**config.mk**
```make
export PLATFORM = sky130hd
export DESIGN_NAME = accumulator_unit
export DESIGN_NICKNAME = d
export VERILOG_FILES = /design/src/rtl/accumulator_unit.sv
export SDC_FILE = /design/constraint.sdc
export NUM_CORES = 1
export LEC_CHECK = 0
export BUFFER_PORTS_ARGS = -buffer_cell sky130_fd_sc_hd__buf_2
export CORE_MARGIN = 5
export CORE_UTILIZATION = 49
export DETAILED_ROUTE_END_ITERATION = 7
export HOLD_SLACK_MARGIN = 0.06
export PLACE_DENSITY = 0.93
export SLEW_MARGIN = 10
export SYNTH_ARGS = -nofsm -noshare
export SYNTH_HDL_FRONTEND = slang
export SYNTH_SLANG_ARGS = --single-unit
```
**constraint.sdc**
```tcl
create_clock -name clock_in -period 2.9 [get_ports clock_in]
set_input_delay 0.29 -clock clock_in [delete_from_list [all_inputs] [get_ports clock_in]]
set_output_delay 0.29 -clock clock_in [all_outputs]
set_load 0.01 [all_outputs]
```
**src/rtl/accumulator_unit.sv**
```systemverilog
// Accumulator datapath controller: sequences load/store/add/subtract through an
// external memory port and an external combinational ALU.
module accumulator_unit (
  input  logic        clock_in,
  input  logic        reset_in,
  input  logic        start_in,
  input  logic [2:0]  opcode_in,
  input  logic [10:0] operand_in,
  input  logic [10:0] mem_data_in,
  input  logic        mem_ready_in,
  output logic [10:0] mem_addr_out,
  output logic [10:0] mem_data_out,
  output logic        mem_read_out,
  output logic        mem_write_out,
  output logic [10:0] A_out,
  output logic [10:0] B_out,
  output logic        operation_out,
  input  logic [10:0] alu_in,
  output logic [10:0] acc_out,
  output logic        zero_out,
  output logic        neg_out,
  output logic        busy_out,
  output logic        done_out
);

  typedef enum logic [1:0] {
    IDLE = 2'd0,
    MEM  = 2'd1,
    EXEC = 2'd2,
    DONE = 2'd3
  } state_t;

  typedef enum logic [2:0] {
    OP_NOP  = 3'b000,
    OP_LD   = 3'b001,
    OP_LDI  = 3'b010,
    OP_STO  = 3'b011,
    OP_ADD  = 3'b100,
    OP_SUB  = 3'b101,
    OP_ADDI = 3'b110,
    OP_SUBI = 3'b111
  } opcode_t;

  state_t      state_q,   state_d;
  opcode_t     opcode_q,  opcode_d;
  logic [10:0] operand_q, operand_d;
  logic [10:0] acc_q,     acc_d;
  logic [10:0] b_q,       b_d;
  logic        op_sub_q,  op_sub_d;

  opcode_t     opcode_new;
  logic        in_mem;

  assign opcode_new = opcode_t'(opcode_in);

  always_comb begin
    state_d   = state_q;
    opcode_d  = opcode_q;
    operand_d = operand_q;
    acc_d     = acc_q;
    b_d       = b_q;
    op_sub_d  = op_sub_q;

    case (state_q)
      IDLE: begin
        if (start_in) begin
          opcode_d  = opcode_new;
          operand_d = operand_in;
          op_sub_d  = (opcode_new == OP_SUB) || (opcode_new == OP_SUBI);
          case (opcode_new)
            OP_NOP:                   state_d = DONE;
            OP_LDI, OP_ADDI, OP_SUBI: begin
              b_d     = operand_in;
              state_d = EXEC;
            end
            default:                  state_d = MEM;
          endcase
        end
      end
      MEM: begin
        if (mem_ready_in) begin
          if (opcode_q == OP_STO) begin
            state_d = DONE;
          end else begin
            b_d     = mem_data_in;
            state_d = EXEC;
          end
        end
      end
      EXEC: begin
        // Only LD/LDI and the four arithmetic ops ever reach EXEC.
        if ((opcode_q == OP_LD) || (opcode_q == OP_LDI)) begin
          acc_d = b_q;
        end else begin
          acc_d = alu_in;
        end
        state_d = DONE;
      end
      DONE:    state_d = IDLE;
      default: state_d = IDLE;
    endcase
  end

  always_ff @(posedge clock_in) begin
    if (reset_in) begin
      state_q   <= IDLE;
      opcode_q  <= OP_NOP;
      operand_q <= '0;
      acc_q     <= '0;
      b_q       <= '0;
      op_sub_q  <= 1'b0;
    end else begin
      state_q   <= state_d;
      opcode_q  <= opcode_d;
      operand_q <= operand_d;
      acc_q     <= acc_d;
      b_q       <= b_d;
      op_sub_q  <= op_sub_d;
    end
  end

  assign in_mem        = (state_q == MEM);
  assign mem_addr_out  = operand_q;
  assign mem_data_out  = acc_q;
  assign mem_write_out = in_mem && (opcode_q == OP_STO);
  assign mem_read_out  = in_mem && ((opcode_q == OP_LD) || (opcode_q == OP_ADD) ||
                                    (opcode_q == OP_SUB));

  assign A_out         = acc_q;
  assign B_out         = b_q;
  assign operation_out = op_sub_q;

  assign acc_out  = acc_q;
  assign zero_out = (acc_q == '0);
  assign neg_out  = acc_q[10];
  assign busy_out = (state_q != IDLE);
  assign done_out = (state_q == DONE);

endmodule
```
==> run_results.csv <==
group,metric,value,unit
layout,diodes,0,
pwr,power.total,2.67,mW
pwr,power_frac_seq,33.7,%
flow_run,cap_violations,0,
clocking,clkTransAtPathRegs,0.07,ns
die,placementRows,23,
detailed_routing,drtIter0Drc,116,
pwr,power.internal,1.50,mW
global_routing,grtUsageTotal,18.7,%
place,io_buffer_count,101,
detailed_routing,wl,5280,um
global_routing,first_global_vias,1692,
timing,max_freq,0.421,GHz
pwr,ir_worst_vdd,0.451,mV
setup_path,cp_data_required_time,3.02,ns
setup_path,worst-setup-path-type,"register to register",
timing,worst_pin_slew,0.803,ns
timing,final_hold_viol_count,0,
worst_hold_path,hold_path_depth,3,
timing,period_share,81.8,%
synth,netlist.area_leader.share,38.8,%
global_routing,antenna_found_initial,0,
worst_hold_path,hold_path.class,"input pin to register",
detailed_routing,vias,1861,
synth,syn_nets,280,
timing,max_slew_margin,46.5,%
timing,finalMaxSlewViolations,0,
place,dpl.cell_count,350,
die,start_util,50.3,%
clocking,htree_levels,2,
global_routing,grt_overflow_total,0,
setup_path,slowest_stage,"a2111o_1",
layout,final_cell_area,0.00243,mm2
setup_path,cp_common_cell,"inv_1",
pwr,leakage,1.17,nW
clocking,numCtsBuffers,5,
pwr,power.share.clock,13.5,%
detailed_routing,avgRoutedWirePerCell,14.8,um
pwr,power_density,1100,mW/mm2
synth,yosys_register_bits,39,
pwr,p_sw,1.17,mW
clocking,cts.path.max_buffers,2,
synth,synthArstFlopShare,0,%
setup_path,cp_max_fo,14,
place,gp_routability_congestion,0.954,
timing,rsz0062_at_grt,"no",
die,die_h,74.1,um
setup_path,arrival,2.50,ns
layout,layout-drive-gt1-share,39.7,%
pwr,power_frac_comb,52.8,%
detailed_routing,dr.pass1.iters,4,
setup_path,start_kind,"register",
global_routing,grt_pass1_wl,7920,um
timing,finalSetupViolCount,0,
timing,fin_skew,0.00595,ns
synth,synthFlopType,"dfxtp_1",
setup_path,reg2reg_slack,0.53,ns
detailed_routing,vias_per_cell,5.21,
synth,syn_avg_cell_area,8.57,um2
detailed_routing,drc,0,
layout,layout.nets,352,
die,die-area,0.00549,mm2
synth,synth_cells,235,
die,die_w,74.1,um
clocking,cts_root_buffer,"clkbuf_8",
die,ios,102,
place,place_area,0.00235,mm2
layout,layout-area-overhead-vs-synth,20.9,%
die,core,0.00400,mm2
synth,ys.warnings.count,0,
setup_path,cp_cell_sequence,"inv_1 -> ha_1 -> inv_1 -> o22ai_1 -> a2111o_1 -> a221oi_1",
synth,synth_top_cell_by_area,"dfxtp_1",
synth,synth_common_cells,"39 x dfxtp_1, 34 x nand2_1, 25 x buf_4, 17 x a21oi_1, 16 x inv_1",
clocking,ctsHoldBuffers,0,
timing,min_period,2.37,ns
place,dp_hpwl,4080,um
clocking,worstSkewPairLatency,0.29,ns
setup_path,endpoint_kind,"register",
setup_path,r2r_cells,6,
synth,yosysSeqAreaShare,38.8,%
pwr,p_sw_share,43.7,%
clocking,clock_sinks,39,
global_routing,grt_max_degree,40,
synth,synth_edf_count,0,
status,status,"finished clean",
clocking,postCtsSetupBuffers,0,
clocking,cts_tree,"done",
synth,synth_area_leaders,"dfxtp_1 39%, buf_4 9.3%, a221oi_2 6.7%",
layout,finalNonFillerCells,357,
layout,final_util,60.9,%
timing,finalSetupTns,0,ns
clocking,ctsResizeCount,0,
synth,yosysUniqueCellTypes,28,
detailed_routing,ant_nets,0,
synth,syn_area,0.00201,mm2
synth,yosysMostFrequentCell,"dfxtp_1",
setup_path,max_stage_delay,0.51,ns
logic make-up (layout without fill, tap and decap cells):
logic type                 after synthesis  after routing  share of synthesized area, %
AOI/OAI and AO/OA                       56             56                          21.1
xor gates and xnor gates                 1              1                         0.435
adders and majority gates                5              5                          3.11
buffers and inverters                   54            126                          15.6
DFF                                     39             39                          38.8
muxes                                   11             11                          5.47
and+or+nand+nor                         69             69                          15.5
state kept, by name (all words and copies together), names as in the netlist:
name / flops
state_q: 2
A_out: 11
operation_out: 1
B_out: 11
opcode_q: 3
mem_addr_out: 11
metal layers:
layer / global-route usage [%] / wire length, um
met4: 7.65 / 70
met5: 0 / 0
met2: 32.6 / 2600
met1: 22.5 / 2080
met3: 3.65 / 533
through the flow:
stage	hold slack, ns	worst slack, ns
after floorplan	0.426	1.17
after global placement	0.438	0.691
after detailed placement	0.447	0.559
after CTS	0.243	0.540
after global routing	0.238	0.313
final	0.255	0.527
cell type report:
cell class / count / area, um2
repair buffers: 103 / 520
clock buffers: 6 / 82.6
inverters: 16 / 60.1
clock inverters: 1 / 5.00
multi-input cells: 142 / 923
fillers: 353 / 1570
well taps: 50 / 62.6
flip-flops and latches: 39 / 781
cell usage in the layout (no fill, tap or decap), types with 2 or more instances in the layout:
| cell type | count |
|---|---|
| mux2i_1 | 11 |
| buf_4 | 2 |
| o21ai_0 | 12 |
| ha_1 | 5 |
| a221oi_1 | 2 |
| nor4_1 | 3 |
| a21oi_1 | 17 |
| buf_2 | 101 |
| or3_1 | 11 |
| clkbuf_8 | 6 |
| nor2_1 | 15 |
| a221oi_2 | 9 |
| a211oi_1 | 11 |
| nand2_1 | 34 |
| nor3_1 | 2 |
| dfxtp_1 | 39 |
| inv_1 | 16 |
path summary, 6_finish.rpt:
path,start,to
min,operand_in[2],mem_addr_out[2]$_SDFFE_PP0P_
max,state_q[1]$_SDFFE_PP0P_,B_out[0]$_SDFFE_PP0P_
max reg2reg,state_q[1]$_SDFFE_PP0P_,B_out[0]$_SDFFE_PP0P_
min reg2reg,mem_addr_out[6]$_SDFFE_PP0P_,mem_addr_out[6]$_SDFFE_PP0P_
power groups by stage:
stage | Combinational, mW | Clock (mW) | Sequential [mW]
floorplan | 1.04 | 0 | 0.962
global placement | 1.38 | 0 | 0.897
detailed placement | 1.41 | 0 | 0.910
CTS | 1.42 | 0.371 | 0.899
global route | 1.55 | 0.395 | 0.930
finish | 1.41 | 0.360 | 0.900
critical path: cells and delay by family, from the launching register on:
kind            cells  cell delay [ns]
flops               1             0.34
compound gates      3             1.18
buf+inv             2             0.33
fa+ha+maj           1             0.36
Note: power is estimated with default switching activity, not from simulation.
